==> config.mk <==
export PLATFORM = sky130hd
export DESIGN_NAME = usb2_ep1_fill
export DESIGN_NICKNAME = d
export VERILOG_FILES = /design/src/rtl/usb2_ep1_fill.sv
export SDC_FILE = /design/constraint.sdc
export NUM_CORES = 1
export LEC_CHECK = 0
export ABC_CLOCK_PERIOD_IN_PS = 3700
export BUFFER_PORTS_ARGS = -buffer_cell sky130_fd_sc_hd__buf_2
export CAP_MARGIN = 20
export CELL_PAD_IN_SITES_DETAIL_PLACEMENT = 0
export CELL_PAD_IN_SITES_GLOBAL_PLACEMENT = 1
export CORE_ASPECT_RATIO = 1.2
export CORE_MARGIN = 2
export CORE_UTILIZATION = 47
export CTS_BUF_LIST = sky130_fd_sc_hd__clkbuf_8
export DETAILED_ROUTE_END_ITERATION = 12
export GPL_ROUTABILITY_DRIVEN = 0
export GPL_TIMING_DRIVEN = 1
export PLACE_DENSITY = 0.93
export SYNTH_ARGS = -nofsm -noshare
export SYNTH_HDL_FRONTEND = slang
export SYNTH_SLANG_ARGS = --single-unit
==> constraint.sdc <==
create_clock -name phy_clk -period 3.7 [get_ports phy_clk]
set_input_delay 0.74 -clock phy_clk [delete_from_list [all_inputs] [get_ports phy_clk]]
set_output_delay 0.74 -clock phy_clk [all_outputs]
set_load 0.03 [all_outputs]
==> src/rtl/usb2_ep1_fill.sv <==
// usb2_ep1_fill: packs an application byte stream into 512-byte endpoint IN packets.
// Define USB2_EP1_FILL_TIMEOUT_EN to flush a partial packet after TIMEOUT_CYCLES idle cycles.
module usb2_ep1_fill #(
    parameter int TIMEOUT_CYCLES = 4096
) (
    input  logic       phy_clk,
    input  logic       reset_n,
    input  logic [7:0] in_data,
    input  logic       in_valid,
    input  logic       in_last,
    output logic       in_ready,
    output logic [8:0] buf_in_addr,
    output logic [7:0] buf_in_data,
    output logic       buf_in_wren,
    output logic       pkt_ready,
    output logic [9:0] pkt_len,
    input  logic       pkt_done
);
    typedef enum logic [1:0] {ST_IDLE, ST_FILL, ST_HOLD} state_t;
    state_t     state;
    logic [9:0] cnt;
    logic       pend;
    logic       done_q;
    logic       acc;
    logic       done_rise;
    logic       to_hit;
    logic       commit;
    logic [9:0] cnt_next;
    assign acc       = in_valid & in_ready;
    assign done_rise = pkt_done & ~done_q;
    assign cnt_next  = acc ? cnt + 10'd1 : cnt;
    assign commit    = (acc && (cnt == 10'd511 || in_last)) || to_hit;
`ifdef USB2_EP1_FILL_TIMEOUT_EN
    logic [15:0] tcnt;
    assign to_hit = state == ST_FILL && !acc && tcnt == 16'(TIMEOUT_CYCLES - 1);
    always_ff @(posedge phy_clk or negedge reset_n) begin
        if (!reset_n)
            tcnt <= '0;
        else
            tcnt <= (state == ST_FILL && !acc && !to_hit) ? tcnt + 16'd1 : 16'd0;
    end
`else
    assign to_hit = 1'b0;
`endif
    always_ff @(posedge phy_clk or negedge reset_n) begin
        if (!reset_n) begin
            state       <= ST_IDLE;
            cnt         <= '0;
            pend        <= 1'b0;
            done_q      <= 1'b0;
            in_ready    <= 1'b0;
            buf_in_addr <= '0;
            buf_in_data <= '0;
            buf_in_wren <= 1'b0;
            pkt_ready   <= 1'b0;
            pkt_len     <= '0;
        end else begin
            done_q      <= pkt_done;
            buf_in_wren <= acc;
            if (acc) begin
                buf_in_addr <= cnt[8:0];
                buf_in_data <= in_data;
                cnt         <= cnt_next;
            end
            case (state)
                ST_HOLD: begin
                    if (pend) begin
                        // pkt_ready follows the final buffer write by one cycle
                        pend      <= 1'b0;
                        pkt_ready <= 1'b1;
                    end else if (done_rise) begin
                        pkt_ready <= 1'b0;
                        pkt_len   <= '0;
                        cnt       <= '0;
                        in_ready  <= 1'b1;
                        state     <= ST_IDLE;
                    end
                end
                default: begin
                    if (commit) begin
                        state    <= ST_HOLD;
                        in_ready <= 1'b0;
                        pkt_len  <= cnt_next;
                        pend     <= 1'b1;
                    end else begin
                        in_ready <= 1'b1;
                        if (acc)
                            state <= ST_FILL;
                    end
                end
            endcase
        end
    end
endmodule

==> summary.md <==
| Metric | Value |
|---|---|
| Outcome | finished, final reports clean |
| Site Rows | 25 |
| P_int | 1.18 mW |
| Leak pwr | 1.08 nW |
| Fin crit period | about 1900 ps |
| Maxcap violations | 0 |
| Unrepaired setup endpoints after global routing | no |
| Root Buffer | clkbuf_8 |
| CTS sink cnt | between 40 and 50 |
| Hold Path Class | flop to flop |
| Clk slew on worst S/H paths | about 90 ps |
| Most used DFF post-synth | dfrtp_1 |
| Pre-CTS WS | about 1500 ps |
| Setup violators final | 0 |
| Crit path cell chain | ha_1, nand3_4, or4_4, a21oi_4, o32ai_1 |
| Clk pwr share | a little over a quarter |
| Post-synthesis sequential area ratio | between 50% and 60% |
| Core Area | between 0.003 and 0.004 mm² |
| Final WS setup | ~1800 ps |
| Slowest CP cell | or4_4 |
| Gr ovfl total | 0 |
| DRC | 0 |
| Layout cells sized above 1 | a little over a third |
| Sw Share | between 30% and 40% |
| Util after Layout | roughly 60% |
| Initial Util | between 40% and 50% |
| IO Port Bufs | between 40 and 50 |
| Max Slew Vio Count | 0 |
| Placed Cells | between 200 and 250 |
| Synthesized area per cell | about 12 µm² |
| Antenna cells | 0 |
| Post-layout total power | between 1.5 and 2 mW |
| Routed wire length | 3600 µm |
| WP data arrival | 2020 ps |
| DR pass1 iterations | 4 |
| Worst Skew | between 9 and 10 ps |
| Die ar. | 0.00448 mm² |
| Maximum vdd ir drop | 0.000539 V |
| Die Height | between 70 and 80 µm |
| Worst Tran Pin Value | about 940 ps |
| Post-synth ARST share | 100% |
| Max stage delay on crit path | between 500 and 600 ps |
| Fin. Hold Viols | 0 |
| Mapped Area | roughly 0.0019 mm² |
| Commonest cells after routing, fill and taps aside | 44 x dfrtp_1, 42 x buf_2, 16 x nor2_1 |
| Iter 0 DRT Violations | 38 |
| Register bit total from synthesis | 44 |
| Overall Global Routing Usage | between 10% and 20% |
| Flop pwr share | approximately 39% |
| Syn nets | 168 |
| Maximum clock rate | 538 MHz |
| Post-Layout Cell Count | approximately 250 |
| Largest net degree at the start of global routing | between 40 and 50 |
| H-tree depth | 2 |
| Via/cell ratio | between 5 and 6 |
| Post-Syn Instances | ~150 |
| Die X | around 61 µm |
| Num CTS Buffers | 5 |
| CP Class | flop to flop |
| HPWL Detailed | 2560 µm |
| Switch Pwr | 678 µW |
| Startpoint Class | flop |
| Max clock buf depth | 2 |
| Gates resized, CTS repair | 0 |
| Setup TNS | 0 ps |
| Worst Path Required | slightly below 4000 ps |
| Clock Latency Late Sink | around 300 ps |
| Crit share post-route | around half |
| Global-route wire length before repair | approximately 6300 µm |
| Pwr Density | 812 mW/mm² |
| Comb pwr share | between 30% and 40% |
| Syn. warnings | 0 |
| Crit-path max FO | 7 |
| DR WL/cell | roughly 14 µm |
| DR vias | ~1300 |
| Relative slew margins | a little under two fifths |
| Hold-fix buffers, CTS | 0 |
| CTS tree | done |
| Most common cell after layout, fill and taps aside | dfrtp_1 |
| Post-synth EDFFs | 0 |
| Boundary Pins | 43 |
| Distinct cells, synth | 30 |
| Nets@finish | 213 |
| Fin Hold WS | about 480 ps |
| CP endpoint kind | flop |
| Placed cell areas | ~0.0021 mm² |
| Post-layout instance area | approximately 0.0023 mm² |
| Final antenna-violating net count | 0 |
| Area added between synthesis and finish | 22.5% |
| Post-CTS Setup Bufs | 0 |
| Initial antenna violation count | 0 |
| Number of global-route vias before repair | ~1300 |
| Fill cell count | 362 |
[state kept, by name, summed over array words and instances, names as in the netlist]
register     count
buf_in_addr      9
buf_in_data      8
buf_in_wren      1
cnt             10
done_q           1
in_ready         1
pend             1
pkt_len         10
pkt_ready        1
state            2
[final cells by class]
type	instances	area, µm²	area share, %
multi-input cells	102	728	31.9
inverters	4	15.0	0.658
flip-flops and latches	44	1100	48.3
clock buffers	5	68.8	3.02
well taps	54	67.6	2.96
repair buffers	42	210	9.22
clock inverters	3	90.1	3.95
[kinds of logic after synthesis]
group / count (synthesis) / synth area share [%]
compound gates: 22 / 9.01
xor+xnor: 7 / 3.29
fa+ha+maj: 1 / 0.672
buf+inv: 8 / 1.75
flops: 44 / 59.1
mux: 21 / 12.3
simple gates: 51 / 13.8
[layer usage]
metal / vias up / share of wire, % / routed length [µm] / GRT usage, %
met5: - / 0 / 0 / 0
met4: 0 / 2.5 / 90 / 7.09
met3: 7 / 7.3 / 264 / 7.09
met2: 43 / 48 / 1740 / 31.1
met1: 631 / 42 / 1510 / 23.6
li1: 625 / - / - / -
[power groups by stage]
stage               Combinational [mW]  Sequential (mW)  Clock, mW
finish                           0.637            0.718      0.499
global placement                 0.632            0.726          0
floorplan                        0.287            0.902          0
detailed placement               0.641            0.728          0
global route                     0.699            0.741      0.529
CTS                              0.643            0.721      0.506
[critical path, delay by kind of cell (launching register included)]
kind	cells	cell delay, ps
AOI/OAI and AO/OA	2	360
DFF	1	450
adders and majority gates	1	230
and+or+nand+nor	2	690
[synth_stat cells (all sizes together) (2+ instances only)]
cell    count  area [µm²]
a21oi       3        26.3
mux2i       6        60.1
nand4       2        12.5
o21a        5        37.5
a211oi      7        57.6
o21ai       5        28.8
nor3        9        45.0
nor2       16        60.1
clkbuf      2        7.51
inv         4        15.0
xnor2       7        61.3
dfrtp      44        1100
buf         2        10.0
nand2      14        52.6
nand3       4        37.5
mux2       15         169
[path summary, 6_finish.rpt]
path,start,endpoint,slack (ps),cells past startpoint
min in group asynchronous,reset_n,buf_in_addr[4]$_DFFE_PN0P_,580,1
setup reg to reg,cnt[0]$_DFF_PN0_,pkt_len[8]$_DFFE_PN0P_,1840,5
max in group asynchronous,reset_n,pkt_len[0]$_DFFE_PN0P_,2530,1
hold / removal,buf_in_addr[5]$_DFFE_PN0P_,buf_in_addr[5]$_DFFE_PN0P_,480,2
hold reg to reg,buf_in_addr[5]$_DFFE_PN0P_,buf_in_addr[5]$_DFFE_PN0P_,480,2
setup / recovery,cnt[0]$_DFF_PN0_,pkt_len[8]$_DFFE_PN0P_,1840,5
Power figures use the tool's default switching activity.
